File: src/rtl/ps2_pkg.sv
// ---------------------------------------------------------------------------
// ps2_pkg
// Shared definitions for the PS/2 packet receiver:
//   - oErr code values reported to the control layer
//   - receive FSM state encoding
//   - default inactivity timeout (2 ms at 50 MHz)
//   - odd-parity helper used by the frame checker
// ---------------------------------------------------------------------------
package ps2_pkg;

    localparam logic [1:0] ERR_NONE    = 2'b00;
    localparam logic [1:0] ERR_PARITY  = 2'b01;
    localparam logic [1:0] ERR_FRAME   = 2'b10;
    localparam logic [1:0] ERR_TIMEOUT = 2'b11;

    typedef enum logic [2:0] {
        ST_IDLE,
        ST_DATA,
        ST_PARITY,
        ST_STOP,
        ST_DONE
    } state_t;

    localparam int TIMEOUT_CYC_DEFAULT = 100000;

    // PS/2 uses odd parity: data bits plus parity bit hold an odd number of ones.
    function automatic logic odd_parity_ok(input logic [7:0] data, input logic par);
        return ^{data, par};
    endfunction

endpackage

File: src/rtl/ps2_edge_sync.sv
// ---------------------------------------------------------------------------
// ps2_edge_sync
// Brings the asynchronous PS/2 clock and data pins into the CLOCK domain and
// flags the falling edges of the PS/2 clock.
//
// Optional build macro: PS2_DEGLITCH_EN
//   defined   - the synchronised PS/2 clock only changes level after
//               DEGLITCH_CYC consecutive identical samples (short pulses are
//               dropped, edge latency grows by DEGLITCH_CYC cycles)
//   undefined - plain two-flop synchroniser
//
// Ports:
//   clk       in   system clock
//   rst       in   synchronous active-high reset
//   ps2_clk   in   raw PS/2 clock pin
//   ps2_dat   in   raw PS/2 data pin
//   is_h2l    out  one-cycle flag: PS/2 clock went high-to-low
//   dat_sync  out  synchronised PS/2 data level
// ---------------------------------------------------------------------------
module ps2_edge_sync #(
    parameter int DEGLITCH_CYC = 8
) (
    input  logic clk,
    input  logic rst,
    input  logic ps2_clk,
    input  logic ps2_dat,
    output logic is_h2l,
    output logic dat_sync
);

    if (DEGLITCH_CYC < 1) begin : g_bad_deglitch
        $error("DEGLITCH_CYC must be at least 1");
    end

    logic clk_sync_p0;
    logic clk_sync_p1;
    logic dat_sync_p0;
    logic dat_sync_p1;
    logic clk_lvl;
    logic clk_prev;

    // Stage p0 -> p1: two-flop synchronisers; the idle bus level is high.
    always_ff @(posedge clk) begin
        if (rst) begin
            clk_sync_p0 <= 1'b1;
            clk_sync_p1 <= 1'b1;
            dat_sync_p0 <= 1'b1;
            dat_sync_p1 <= 1'b1;
        end else begin
            clk_sync_p0 <= ps2_clk;
            clk_sync_p1 <= clk_sync_p0;
            dat_sync_p0 <= ps2_dat;
            dat_sync_p1 <= dat_sync_p0;
        end
    end

`ifdef PS2_DEGLITCH_EN
    localparam int DG_W = $clog2(DEGLITCH_CYC + 1);
    localparam logic [DG_W-1:0] DG_LAST = DG_W'(DEGLITCH_CYC - 1);

    logic            clk_filt;
    logic [DG_W-1:0] dg_cnt;

    // Filter stage: count samples that disagree with the current level and
    // restart the count as soon as one agrees again.
    always_ff @(posedge clk) begin
        if (rst) begin
            clk_filt <= 1'b1;
            dg_cnt   <= '0;
        end else if (clk_sync_p1 == clk_filt) begin
            dg_cnt   <= '0;
        end else if (dg_cnt == DG_LAST) begin
            clk_filt <= clk_sync_p1;
            dg_cnt   <= '0;
        end else begin
            dg_cnt   <= dg_cnt + DG_W'(1);
        end
    end

    assign clk_lvl = clk_filt;
`else
    assign clk_lvl = clk_sync_p1;
`endif

    // Edge stage: remember the previous conditioned level.
    always_ff @(posedge clk) begin
        if (rst) begin
            clk_prev <= 1'b1;
        end else begin
            clk_prev <= clk_lvl;
        end
    end

    assign is_h2l   = clk_prev & ~clk_lvl;
    assign dat_sync = dat_sync_p1;

endmodule

File: src/rtl/ps2_rx_packet_funcmod.sv
// ---------------------------------------------------------------------------
// ps2_rx_packet_funcmod
// PS/2 device-to-host packet receiver. Collects 1..MAX_BYTES bytes per packet
// (length chosen at run time), checks start/parity/stop bits and drops a
// partial packet after TIMEOUT_CYC cycles without a PS/2 clock falling edge.
//
// Optional build macro: PS2_DEGLITCH_EN (PS/2 clock glitch filter inside
// ps2_edge_sync).
//
// Ports:
//   CLOCK    in   system clock
//   RESET    in   synchronous active-high reset
//   PS2_CLK  in   raw PS/2 clock pin
//   PS2_DAT  in   raw PS/2 data pin
//   iEn      in   receive enable; low aborts and holds the receiver idle
//   iLen     in   bytes per packet, 0 or above MAX_BYTES means MAX_BYTES;
//                 taken at the first start bit of a packet
//   oTrig    out  one-cycle pulse, oData holds a new packet
//   oData    out  packet, first byte in bits [7:0]
//   oErr     out  one-cycle error code (none/parity/frame/timeout)
// ---------------------------------------------------------------------------
module ps2_rx_packet_funcmod
    import ps2_pkg::*;
#(
    parameter int MAX_BYTES    = 4,
    parameter int TIMEOUT_CYC  = TIMEOUT_CYC_DEFAULT,
    parameter int DEGLITCH_CYC = 8
) (
    input  logic                           CLOCK,
    input  logic                           RESET,
    input  logic                           PS2_CLK,
    input  logic                           PS2_DAT,
    input  logic                           iEn,
    input  logic [$clog2(MAX_BYTES+1)-1:0] iLen,
    output logic                           oTrig,
    output logic [8*MAX_BYTES-1:0]         oData,
    output logic [1:0]                     oErr
);

    localparam int LEN_W = $clog2(MAX_BYTES + 1);
    localparam int TMO_W = $clog2(TIMEOUT_CYC + 1);
    localparam logic [LEN_W-1:0] LEN_MAX  = LEN_W'(MAX_BYTES);
    localparam logic [TMO_W-1:0] TMO_LAST = TMO_W'(TIMEOUT_CYC - 1);

    logic                   is_h2l;
    logic                   dat_sync;
    state_t                 state;
    logic [2:0]             bit_cnt;
    logic [7:0]             shreg;
    logic                   par_bit;
    logic [LEN_W-1:0]       count;
    logic [LEN_W-1:0]       count_inc;
    logic [LEN_W-1:0]       len;
    logic [8*MAX_BYTES-1:0] slots;
    logic [8*MAX_BYTES-1:0] pkt_next;
    logic [TMO_W-1:0]       tmo_cnt;
    logic                   tmo_run;

    function automatic logic [LEN_W-1:0] clamp_len(input logic [LEN_W-1:0] req);
        if (req == '0 || req > LEN_MAX) begin
            return LEN_MAX;
        end
        return req;
    endfunction

    ps2_edge_sync #(
        .DEGLITCH_CYC (DEGLITCH_CYC)
    ) u_sync (
        .clk      (CLOCK),
        .rst      (RESET),
        .ps2_clk  (PS2_CLK),
        .ps2_dat  (PS2_DAT),
        .is_h2l   (is_h2l),
        .dat_sync (dat_sync)
    );

    assign count_inc = count + LEN_W'(1);

    // The inactivity timer only matters while a packet is partly received.
    assign tmo_run = (state != ST_IDLE) || (count != '0);

    // Packet image as it will look once the byte now in shreg is appended:
    // earlier slots, then shreg, zeros above.
    always_comb begin
        pkt_next = '0;
        for (int k = 0; k < MAX_BYTES; k++) begin
            if (LEN_W'(k) < count) begin
                pkt_next[8*k +: 8] = slots[8*k +: 8];
            end else if (LEN_W'(k) == count) begin
                pkt_next[8*k +: 8] = shreg;
            end
        end
    end

    // Receive FSM. Priority: reset, enable low, DONE housekeeping, PS/2 edge,
    // then timeout (so an edge in the expiry cycle still clears the timer).
    always_ff @(posedge CLOCK) begin
        if (RESET) begin
            state   <= ST_IDLE;
            bit_cnt <= '0;
            count   <= '0;
            len     <= LEN_MAX;
            tmo_cnt <= '0;
            oTrig   <= 1'b0;
            oData   <= '0;
            oErr    <= ERR_NONE;
        end else begin
            oTrig <= 1'b0;
            oErr  <= ERR_NONE;
            if (!iEn) begin
                state   <= ST_IDLE;
                count   <= '0;
                tmo_cnt <= '0;
            end else if (state == ST_DONE) begin
                state   <= ST_IDLE;
                count   <= '0;
                tmo_cnt <= '0;
            end else if (is_h2l) begin
                tmo_cnt <= '0;
                case (state)
                    ST_IDLE: begin
                        if (!dat_sync) begin
                            state   <= ST_DATA;
                            bit_cnt <= '0;
                            if (count == '0) begin
                                len <= clamp_len(iLen);
                            end
                        end
                    end
                    ST_DATA: begin
                        shreg   <= {dat_sync, shreg[7:1]};
                        bit_cnt <= bit_cnt + 3'd1;
                        if (bit_cnt == 3'd7) begin
                            state <= ST_PARITY;
                        end
                    end
                    ST_PARITY: begin
                        par_bit <= dat_sync;
                        state   <= ST_STOP;
                    end
                    ST_STOP: begin
                        // Parity is checked first so it wins when both bits are bad.
                        if (!odd_parity_ok(shreg, par_bit)) begin
                            oErr  <= ERR_PARITY;
                            state <= ST_IDLE;
                            count <= '0;
                        end else if (!dat_sync) begin
                            oErr  <= ERR_FRAME;
                            state <= ST_IDLE;
                            count <= '0;
                        end else begin
                            for (int k = 0; k < MAX_BYTES; k++) begin
                                if (count == LEN_W'(k)) begin
                                    slots[8*k +: 8] <= shreg;
                                end
                            end
                            count <= count_inc;
                            if (count_inc == len) begin
                                state <= ST_DONE;
                                oTrig <= 1'b1;
                                oData <= pkt_next;
                            end else begin
                                state <= ST_IDLE;
                            end
                        end
                    end
                    default: begin
                        state <= ST_IDLE;
                    end
                endcase
            end else if (tmo_run) begin
                if (tmo_cnt == TMO_LAST) begin
                    oErr    <= ERR_TIMEOUT;
                    state   <= ST_IDLE;
                    count   <= '0;
                    tmo_cnt <= '0;
                end else begin
                    tmo_cnt <= tmo_cnt + TMO_W'(1);
                end
            end
        end
    end

endmodule

File: config.mk
export PLATFORM = sky130hd
export DESIGN_NAME = ps2_rx_packet_funcmod
export DESIGN_NICKNAME = d
export VERILOG_FILES = /design/src/rtl/ps2_pkg.sv /design/src/rtl/ps2_edge_sync.sv /design/src/rtl/ps2_rx_packet_funcmod.sv
export SDC_FILE = /design/constraint.sdc
export NUM_CORES = 1
export LEC_CHECK = 0
export CAP_MARGIN = 40
export CORE_MARGIN = 2
export CORE_UTILIZATION = 40
export CTS_CLUSTER_DIAMETER = 40
export DETAILED_ROUTE_END_ITERATION = 10
export HOLD_SLACK_MARGIN = 0.1
export SYNTH_ARGS = -nofsm -noshare
export SYNTH_HDL_FRONTEND = slang
export SYNTH_SLANG_ARGS = --single-unit
File: constraint.sdc
create_clock -name CLOCK -period 3.4 [get_ports CLOCK]
set_input_delay 0.68 -clock CLOCK [delete_from_list [all_inputs] [get_ports CLOCK]]
set_output_delay 0.68 -clock CLOCK [all_outputs]
set_load 0.005 [all_outputs]
==> impl_results.md <==
* Status: finished, final reports clean
* Top delay family on crit path: flip-flops
* Area leader, netlist: dfxtp_1
* Cells on Worst Hold Path at 1
* Max cap viols at 0
* Finished Layout Cells at 642
* P&R area growth vs syn at 16.0%
* Seq/Total Area, Yosys at 54.3%
* Routed wire per std cell at 16.1 µm
* Post-route clock period utilization at 76.9%
* Worst setup EP type: flip-flop
* CP Buf/Inv Count at 1
* Slowest-stage cell, CP: dfxtp_1
* Ant diodes at 0
* Cell area after synthesis at 4810 µm²
* Std cell rows at 40
* Startpoint types: flip-flop
* First-pass DRT Iterations at 4
* Initial Util at 40.6%
* R2r setup slk at 0.79 ns
* CTS Root Cell: clkbuf_16
* Largest net degree at the start of global routing at 44
* Total CTS buffers at 9
* Post-Syn Nets at 471
* Final TNS setup at 0 ns
* Relative slew slack at 38.2%
* R2r startpoint: count[0]
* Die Height at 114 µm
* Hold path start: u_sync.clk_sync_p0
* Mapped Cells at 456
* Clock latency on the worst-skew pair at 0.34 ns
* Die area at 12900 µm²
* Slowest stage delay, CP at 0.71 ns
* Max-slew violation count at 0
* Vias at 3505
* Crit Path Class: reg2reg
* Vias per std cell at 5.46
* Fin Clk Skew at 0.00772 ns
* First-pass GRT wire length at 17200 µm
* Gr usage total at 16.8%
* Hold WC Path Type: reg2reg
* WP data required at 3.62 ns
* CTS tree: yes
* Num ports at 43
* Yosys warnings at 0
* Fin. Hold Viols at 0
* Top post-synthesis cells by area: dfxtp_1 29%, edfxtp_1 26%, nand2_1 5.0%
* # H-tree levels at 3
* Overall Power at 0.00234 W
* Count of flip-flops with a built-in enable after synthesis at 41
* Number of global-route vias before repair at 3365
* Multi-input gate area at 2000 µm²
* Remaining DRCs at 0
* Cells on worst reg2reg path at 7
* Core Area at 11900 µm²
* Clock buffer depth at 2
* WHS Endpoint: u_sync.clk_lvl
* Routed Antenna Nets at 0
* Initial DRC count at 265
* Post-layout min period at 2.61 ns
* Max VDD drop at 0.000257 V
* Crit path cell chain: inv_1 > ha_1 > nor4b_4 > a2111oi_2 > nand2_1 > xor2_1 > nor2_1
* Unrepaired setup endpoints after global routing: false
* NumNets Final at 505
* Static Leak at 1.88 nW
* Synth top area share at 28.7%
* Fmax at 383 MHz
* Least-Margin Pin Slew at 0.928 ns
* Cts hold-fix bufs at 0
* Num Clock Sinks at 110
* Drt total wl at 10300 µm
* R2r endpoint: tmo_cnt[15]
* Worst EP arrival at 2.84 ns
* Crit Path Max Fanout at 16
* Fillcell total at 1148
* Final setup viols at 0
* Die X at 114 µm
* Ys flop type: dfxtp_1
* IO Port Bufs at 42
* Synth unique cells at 49
* Clock Pin Slew Worst Setup and Hold Paths at 0.07 ns
* HPWL after DPL at 6920 µm
* Routability-driven placement congestion ratio at 0.792
* Placed instance count at 626
* Asr flop ratio synth at 0%
* Post-CTS Setup Bufs at 0
* Storage cell area at 2610 µm²
* Global route overflow at 0
* Power Dens Cells at 418 nW/µm²
* Layout cells sized above 1 at 11.1%
* Yosys reg bits at 110
* Avg Inst Size Synth at 10.6 µm²
* # resized after CTS at 0
* Initial antenna violation count at 0
## flip-flops by register name, summed over array words and instances (netlist names), 2 cells and up
| register | flops |
|---|---|
| bit_cnt | 3 |
| count | 3 |
| len | 3 |
| oData | 32 |
| oErr | 2 |
| shreg | 8 |
| slots | 32 |
| state | 3 |
| tmo_cnt | 17 |
## how the worst max path moves through the flow
| stage | start | to | slack, ns | cells past startpoint |
|---|---|---|---|---|
| floorplan | shreg[3] | slots[10] | 0.60 | 6 |
| global placement | count[0] | tmo_cnt[11] | 0.85 | 7 |
| detailed placement | count[0] | tmo_cnt[13] | 0.77 | 7 |
| CTS | count[0] | tmo_cnt[13] | 0.74 | 7 |
| global route | count[0] | tmo_cnt[15] | 0.52 | 7 |
| finish | count[0] | tmo_cnt[15] | 0.79 | 7 |
## worst reg2reg max path, delay by kind of cell, from the launching register on
kind                       cells  cell delay [ns]
buffers and inverters          1             0.17
xor gates and xnor gates       1             0.16
AOI/OAI and AO/OA              1             0.69
and+or+nand+nor                3             0.39
DFF                            1             0.71
adders and majority gates      1             0.37
## layout by cell type, fill, tap and decap left out, types with 3 or more instances in the layout
cell type,count
nor3_1,5
o21ai_0,26
nor2b_1,3
inv_1,6
and4_1,3
a21oi_1,7
xnor2_1,11
edfxtp_1,41
buf_4,12
nor3b_1,3
dfxtp_1,69
clkdlybuf4s50_1,41
and3_1,5
a31oi_1,34
clkbuf_16,9
a211oi_2,15
a211oi_1,18
a22oi_1,8
nand2_1,64
nor2_1,32
nand3_1,6
ha_1,7
or3_1,4
or2_2,6
xor2_1,13
nand4_1,9
## Yosys cell counts, types with 2 or more instances
master     n
nand2_1   64
a31oi_1   34
o21ai_0   26
a211oi_1  18
a22o_1     2
xnor2_2    2
nor2_1    33
and3_1     5
a22oi_1    8
xor2_1    13
nor4b_4    2
nor4_1     2
nand3_2    2
ha_1       7
nand4_1    9
nor2b_1    3
dfxtp_1   69
buf_2      7
a211oi_2  15
buf_4      3
nor3_1     5
and4_1     3
xnor2_1   11
or2_2      6
nor3b_1    3
buf_6      6
a21oi_1    7
nand3_1    6
or3_1      4
inv_1      6
edfxtp_1  41
clkbuf_1  15
mux2i_1    2
and2_1     2
## metal layers
layer / global-route usage [%] / vias up / wire (µm)
li1: - / 1736 / -
met1: 22.1 / 1690 / 5010
met2: 27.8 / 73 / 4830
met3: 4.36 / 6 / 382
met4: 4.31 / 0 / 111
met5: 0 / - / 0
## through the flow
stage | hold WS [ns] | instance area, µm² | utilization, % | setup slack [ns]
2_1_floorplan | 0.389 | 4810 | - | 0.596
3_3_place_gp | 0.404 | 5320 | 44.9 | 0.845
3_5_place_dp | 0.398 | 5330 | 44.9 | 0.769
4_1_cts | 0.419 | 5590 | 47.1 | 0.741
5_1_grt | 0.431 | 5590 | 47.1 | 0.522
6_report | 0.414 | 5590 | 47.1 | 0.787
## cell type report
type	count	area share (%)
flip-flops and latches	110	46.8
multi-input cells	308	35.8
repair buffers	55	9.14
clock buffers	11	4.17
well taps	147	3.29
clock inverters	5	0.470
inverters	6	0.403
## where the power goes
part           switching [W]  leakage [nW]  internal, W
combinational      0.0000269         0.827    0.0000141
clock               0.000444         0.125     0.000491
sequential        0.00000220         0.925      0.00136
total               0.000473          1.88      0.00186
## cells by family after synthesis
| group | share of synthesized area [%] |
|---|---|
| AND/OR/NAND/NOR | 16.0 |
| AO/OA/AOI/OAI | 17.7 |
| flip-flops | 54.3 |
| buffers and inverters | 4.31 |
| XOR/XNOR | 5.51 |
| adder cells (fa/ha/maj) | 1.82 |
| multiplexers | 0.416 |
(Power assumes the default switching activity.)
